File: config.mk
export PLATFORM = sky130hd
export DESIGN_NAME = bcd_display_scanner
export DESIGN_NICKNAME = d
export VERILOG_FILES = /design/src/rtl/bcd_display_pkg.sv /design/src/rtl/bcd_to_seg.sv /design/src/rtl/bcd_display_scanner.sv
export SDC_FILE = /design/constraint.sdc
export NUM_CORES = 1
export LEC_CHECK = 0
export ABC_AREA = 1
export BUFFER_PORTS_ARGS = -buffer_cell sky130_fd_sc_hd__buf_2
export CAP_MARGIN = 30
export CORE_ASPECT_RATIO = 1.75
export CORE_UTILIZATION = 59
export DETAILED_ROUTE_END_ITERATION = 8
export MAX_ROUTING_LAYER = met4
export PLACE_DENSITY = 0.81
export SETUP_SLACK_MARGIN = 0.3
export SLEW_MARGIN = 40
export SYNTH_ARGS = -nofsm -noshare
export SYNTH_HDL_FRONTEND = slang
export SYNTH_SLANG_ARGS = --single-unit
File: constraint.sdc
create_clock -name i_clock -period 4.5 [get_ports i_clock]
set_clock_uncertainty 0.2 [all_clocks]
set_input_delay 0 -clock i_clock [delete_from_list [all_inputs] [get_ports i_clock]]
set_output_delay 0 -clock i_clock [all_outputs]
set_load 0.02 [all_outputs]
File: src/rtl/bcd_display_pkg.sv
// Shared definitions for the BCD display path: digit count, digit index type
// and the active-low 7-segment codes, bit order {g,f,e,d,c,b,a}.
package bcd_display_pkg;

    localparam int unsigned NUM_DIGITS = 4;

    typedef logic [1:0] digit_idx_t;

    // Active-low segment patterns, ordered {g,f,e,d,c,b,a}
    localparam logic [6:0] SEG_0     = 7'b1000000;
    localparam logic [6:0] SEG_1     = 7'b1111001;
    localparam logic [6:0] SEG_2     = 7'b0100100;
    localparam logic [6:0] SEG_3     = 7'b0110000;
    localparam logic [6:0] SEG_4     = 7'b0011001;
    localparam logic [6:0] SEG_5     = 7'b0010010;
    localparam logic [6:0] SEG_6     = 7'b0000010;
    localparam logic [6:0] SEG_7     = 7'b1111000;
    localparam logic [6:0] SEG_8     = 7'b0000000;
    localparam logic [6:0] SEG_9     = 7'b0010000;
    localparam logic [6:0] SEG_DASH  = 7'b0111111;
    localparam logic [6:0] SEG_BLANK = 7'b1111111;

endpackage

File: src/rtl/bcd_to_seg.sv
// Combinational BCD to active-low 7-segment decoder. Non-BCD codes (10..15)
// render as a dash so corrupted digits are visible rather than silently wrong.
module bcd_to_seg
    import bcd_display_pkg::*;
(
    input  logic [3:0] i_bcd,
    output logic [6:0] o_seg
);

    // Table lookup of the segment pattern for one digit
    always_comb begin
        o_seg = SEG_DASH;
        case (i_bcd)
            4'd0:    o_seg = SEG_0;
            4'd1:    o_seg = SEG_1;
            4'd2:    o_seg = SEG_2;
            4'd3:    o_seg = SEG_3;
            4'd4:    o_seg = SEG_4;
            4'd5:    o_seg = SEG_5;
            4'd6:    o_seg = SEG_6;
            4'd7:    o_seg = SEG_7;
            4'd8:    o_seg = SEG_8;
            4'd9:    o_seg = SEG_9;
            default: o_seg = SEG_DASH;
        endcase
    end

endmodule

File: src/rtl/bcd_display_scanner.sv
// Time-multiplexed 4-digit common-anode display driver. Snapshots BCD digits
// on i_load and scans them one digit per REFRESH_DIV cycles.
// Optional feature: define BCD_SCAN_BLANK_EN for leading-zero blanking.
module bcd_display_scanner
    import bcd_display_pkg::*;
#(
    parameter int unsigned REFRESH_DIV = 50000,
    parameter int unsigned DP_POS      = 3
) (
    input  logic       i_clock,
    input  logic       i_clear,
    input  logic       i_load,
    input  logic [3:0] i_bcd3,
    input  logic [3:0] i_bcd2,
    input  logic [3:0] i_bcd1,
    input  logic [3:0] i_bcd0,
    output logic [6:0] o_seg,
    output logic       o_dp,
    output logic [3:0] o_an
);

    localparam int unsigned PRESC_W = (REFRESH_DIV > 1) ? $clog2(REFRESH_DIV) : 1;
    localparam logic [PRESC_W-1:0] PRESC_MAX = PRESC_W'(REFRESH_DIV - 1);
    // DP_POS beyond the last digit disables the decimal point entirely
    localparam bit         DP_EN  = (DP_POS < NUM_DIGITS);
    localparam digit_idx_t DP_IDX = digit_idx_t'(DP_POS);

    logic [PRESC_W-1:0] r_presc;
    digit_idx_t         r_idx;
    logic [3:0]         r_snap [NUM_DIGITS];
    logic [6:0]         r_seg;
    logic               r_dp;
    logic [3:0]         r_an;

    logic               w_tick;
    logic [3:0]         w_digit;
    logic [6:0]         w_dec;
    logic [6:0]         w_seg_next;
    logic [3:0]         w_an_next;
    logic               w_dp_next;

    assign w_tick = (r_presc == PRESC_MAX);

    // Snapshot register: clear wins over load, otherwise hold
    always_ff @(posedge i_clock) begin
        if (i_clear) begin
            for (int k = 0; k < NUM_DIGITS; k++) begin
                r_snap[k] <= 4'd0;
            end
        end else if (i_load) begin
            r_snap[3] <= i_bcd3;
            r_snap[2] <= i_bcd2;
            r_snap[1] <= i_bcd1;
            r_snap[0] <= i_bcd0;
        end
    end

    // Prescaler: counts 0..REFRESH_DIV-1 then wraps
    always_ff @(posedge i_clock) begin
        if (i_clear) begin
            r_presc <= '0;
        end else if (w_tick) begin
            r_presc <= '0;
        end else begin
            r_presc <= r_presc + 1'b1;
        end
    end

    // Digit index: advances once per dwell, wrapping 3 -> 0 naturally
    always_ff @(posedge i_clock) begin
        if (i_clear) begin
            r_idx <= '0;
        end else if (w_tick) begin
            r_idx <= r_idx + digit_idx_t'(1);
        end
    end

    assign w_digit = r_snap[r_idx];

    bcd_to_seg u_bcd_to_seg (
        .i_bcd (w_digit),
        .o_seg (w_dec)
    );

`ifdef BCD_SCAN_BLANK_EN
    logic [NUM_DIGITS-1:0] w_blank;
    logic                  w_above;

    // Leading-zero mask: walk down from the top digit; the run of blanks stops
    // at the first nonzero digit, at the DP digit, or at digit 0.
    always_comb begin
        w_blank = '0;
        w_above = 1'b1;
        for (int k = NUM_DIGITS - 1; k >= 1; k--) begin
            w_above = w_above && (r_snap[k] == 4'd0)
                      && (!DP_EN || (k > int'(DP_POS)));
            w_blank[k] = w_above;
        end
    end

    assign w_seg_next = w_blank[r_idx] ? SEG_BLANK : w_dec;
`else
    assign w_seg_next = w_dec;
`endif

    assign w_an_next = ~(4'b0001 << r_idx);
    assign w_dp_next = ~(DP_EN && (r_idx == DP_IDX));

    // Output register: one edge behind the index/snapshot state
    always_ff @(posedge i_clock) begin
        if (i_clear) begin
            r_an  <= 4'b1111;
            r_seg <= SEG_BLANK;
            r_dp  <= 1'b1;
        end else begin
            r_an  <= w_an_next;
            r_seg <= w_seg_next;
            r_dp  <= w_dp_next;
        end
    end

    assign o_an  = r_an;
    assign o_seg = r_seg;
    assign o_dp  = r_dp;

endmodule

==> implementation parameters <==
Parameter                              Value

Status
  Status ... completed

Clock network
  Post-cts resize count ... 0
  Clock root buffer ... clkbuf_8
  Clock slew at reported path FFs ... 0.09 ns
  CTS H-tree depth ... 2
  Number of setup buffers added after CTS ... 0
  Skew-Pair Late Insertion Delay ... 0.30 ns
  Deepest clock path buffer count ... 2
  CTS tree ... done
  Number of clock buffers inserted by TritonCTS ... 5
  Count of hold-fix buffers inserted at cts ... 17
  Number of sinks driven by the clock tree ... 47

Place
  Routability Congestion ... 0.8405
  Cell count after placement ... 349
  Placed wire-length estimate ... 3201 um
  Port buffer count ... 30

Power
  Share of total power in combinational logic ... 11.4%
  Sequential group share of total power ... 57.9%
  Cell Int Power ... 0.6078 mW
  Switching share of power ... 24.97%
  Peak supply drop ... 0.0003290 V
  Leak Pwr ... 1.202 nW
  Total power density per cell area ... 299.2 nW/um^2
  Net switching power figure ... 0.2023 mW
  Relative contribution of the clock network to total power ... 30.7%

GRT
  Maximum number of pins on one net before global-route repair ... 17
  Global-route wire length before repair ... 7914 um
  Antenna violations before repair ... 0
  GRT Util Overall ... 25.54%
  Number of global-route vias before repair ... 1857
  GRT overflow ... 0

Logic synthesis
  Synthesized Nets ... 308
  Largest cells by area after synthesis ... dfxtp_1, edfxtp_1, nand2_1, inv_1, nand3_1
  Seq cells post-synth ... 47
  Average cell area after synthesis ... 8.236 um^2
  Synthesis warning total ... 0
  Gate count after technology mapping ... 278
  Post-synthesis cell area ... 2290 um^2
  Leading area contributor after synthesis ... dfxtp_1
  Sequential area share after synthesis ... 48.09%
  Area share of the largest cell type after synthesis ... 27.10%
  Number of distinct library cells after synthesis ... 28

Timing
  Fin. Hold Viols ... 0
  Total count of max-transition violations in the final report ... 0
  Post-layout minimum cycle time ... 1.866 ns
  Maximum operating frequency ... 0.5359 GHz
  Number of failing setup endpoints in the final timing report ... 0
  Normalized max-slew margin ... 64.39%
  Actual transition at the worst max-transition pin ... 0.5329 ns
  RSZ-0062 raised after global routing ... no
  Share of the cycle needed by the critical path after routing ... 41.47%
  Aggregate negative setup slack ... 0 ns

Setup path
  Capturing element type of the critical path ... register
  CP Data Arrival Time ... 1.84 ns
  Top Family by Delay on Critical Path ... simple AND/OR/NAND/NOR gates
  Startpoint type of the worst setup path ... register
  Most repeated library cell on the critical path ... nand3_1
  Critical-path cell list ... inv_2, nand2_1, nand3_1, nand2_1, inv_1, ha_1, inv_1, nand3_1, nand3_1, nand3_1
  Worst-path maximum fanout ... 9
  Largest stage delay on the critical path ... 0.49 ns
  Crit path buffers/inverters ... 3
  CP max stage cell ... dfxtp_1
  Required time at the endpoint of the critical path ... 4.47 ns
  Classification of the worst setup path ... reg -> reg

Final layout
  Count of non-filler cells in the finished layout ... 374
  NumNets Final ... 357
  Share of cells above drive strength 1 ... 19.51%
  Most frequent standard cell in the layout excluding fill and tap cells ... nand2_1
  Commonest cells after routing, fill and taps aside ... nand2_1, inv_1, nor2_1
  Antenna diode count ... 0
  Area Growth Syn to Fin ... 18.25%

Drt
  Drc violations ... 0
  Post-route antenna net violation count ... 0
  Vias post-DR ... 1901
  Detailed Routing Iterations Pass 1 ... 4
  Routed via count divided by cell count ... 5.083
  DRT iter0 DRCs ... 46
  Total wirelength of the detailed-routed design ... 4538 um
  WL per Instance ... 12.13 um

Run
  Count of maximum capacitance violations ... 0

Floorplanning
  Effective utilization at floorplan ... 62.48%
  Die Outline Area ... 4144 um^2
  Vertical die dimension ... 84.41 um
  Area of the core ... 3665 um^2
  Die width ... 49.09 um
  Row Count ... 29
  Top-level I/O count ... 31

Worst hold path
  Hold Path Class ... in -> reg
==> final cells by class <==
type | instances | area, um^2
fillers | 301 | 957.2
repair buffers | 47 | 320.3
clock buffers | 6 | 72.57
well taps | 46 | 57.56
clock inverters | 2 | 11.26
multi-input cells | 183 | 983.4
inverters | 43 | 161.4
flip-flops and latches | 47 | 1101
==> cells in the mapped netlist <==
library cell / instances
nand3_1: 29
nand4_1: 4
xor2_1: 3
a21oi_2: 4
inv_2: 3
nand2_2: 3
buf_4: 2
nand2_4: 1
clkbuf_1: 1
nand2_8: 1
nand3b_1: 1
buf_2: 1
ha_1: 11
o21ai_0: 1
inv_1: 40
dfxtp_1: 31
nand3_2: 4
xnor2_1: 1
a21oi_1: 8
buf_12: 1
edfxtp_1: 16
nor3_1: 2
nor2_2: 6
nor2_4: 2
or2_2: 3
or2_0: 1
nand2_1: 62
nor2_1: 36
==> power by group through the flow <==
stage	logic, mW	registers, mW	clock network, mW
2_1_floorplan	0.0463	0.487	0
4_1_cts	0.0914	0.469	0.252
3_3_place_gp	0.0776	0.479	0
3_5_place_dp	0.0799	0.479	0
6_report	0.0923	0.469	0.249
5_1_grt	0.103	0.472	0.269
==> through the flow <==
step	instance area, um^2	worst slack, ns	power (mW)	hold WS (ns)	util [%]
3_5_place_dp	2454	2.653	0.5588	0.05184	66.95
6_report	2708	2.634	0.8101	0.1282	73.88
3_3_place_gp	2454	2.758	0.5562	0.06640	66.95
5_1_grt	2708	2.453	0.8433	0.1636	73.88
2_1_floorplan	2290	2.913	0.5331	-0.1309	-
4_1_cts	2708	2.637	0.8127	0.1518	73.88
==> state kept, by name (all words and copies together) (netlist names), named ones only <==
register  cells
o_seg         7
r_idx         2
r_snap       16
o_dp          1
r_presc      16
o_an          3
==> per-layer routing <==
layer	GRT usage, %	vias up	share of wire [%]
li1	-	967	-
met1	25.96	869	39
met2	44.71	49	54
met3	4.710	16	3.0
met4	14.17	0	4.3
met5	-	-	0
==> cells by family after synthesis <==
logic type / count (synthesis) / share of synthesized area, %
buffers and inverters: 48 / 8.961
xor gates and xnor gates: 4 / 1.530
and+or+nand+nor: 155 / 31.91
AOI/OAI and AO/OA: 13 / 3.497
adders and majority gates: 11 / 6.011
DFF: 47 / 48.09
==> path summary, 6_finish.rpt <==
kind                   to  depth (start not counted)  slack, ns       start
max              o_seg[5]                         10       2.63    register
min          r_snap[1][1]                          2       0.13      i_load
max reg2reg      o_seg[5]                         10       2.63    register
min reg2reg    r_presc[0]                          1       0.29  r_presc[0]
No activity file was read; power rests on OpenSTA's default activity.
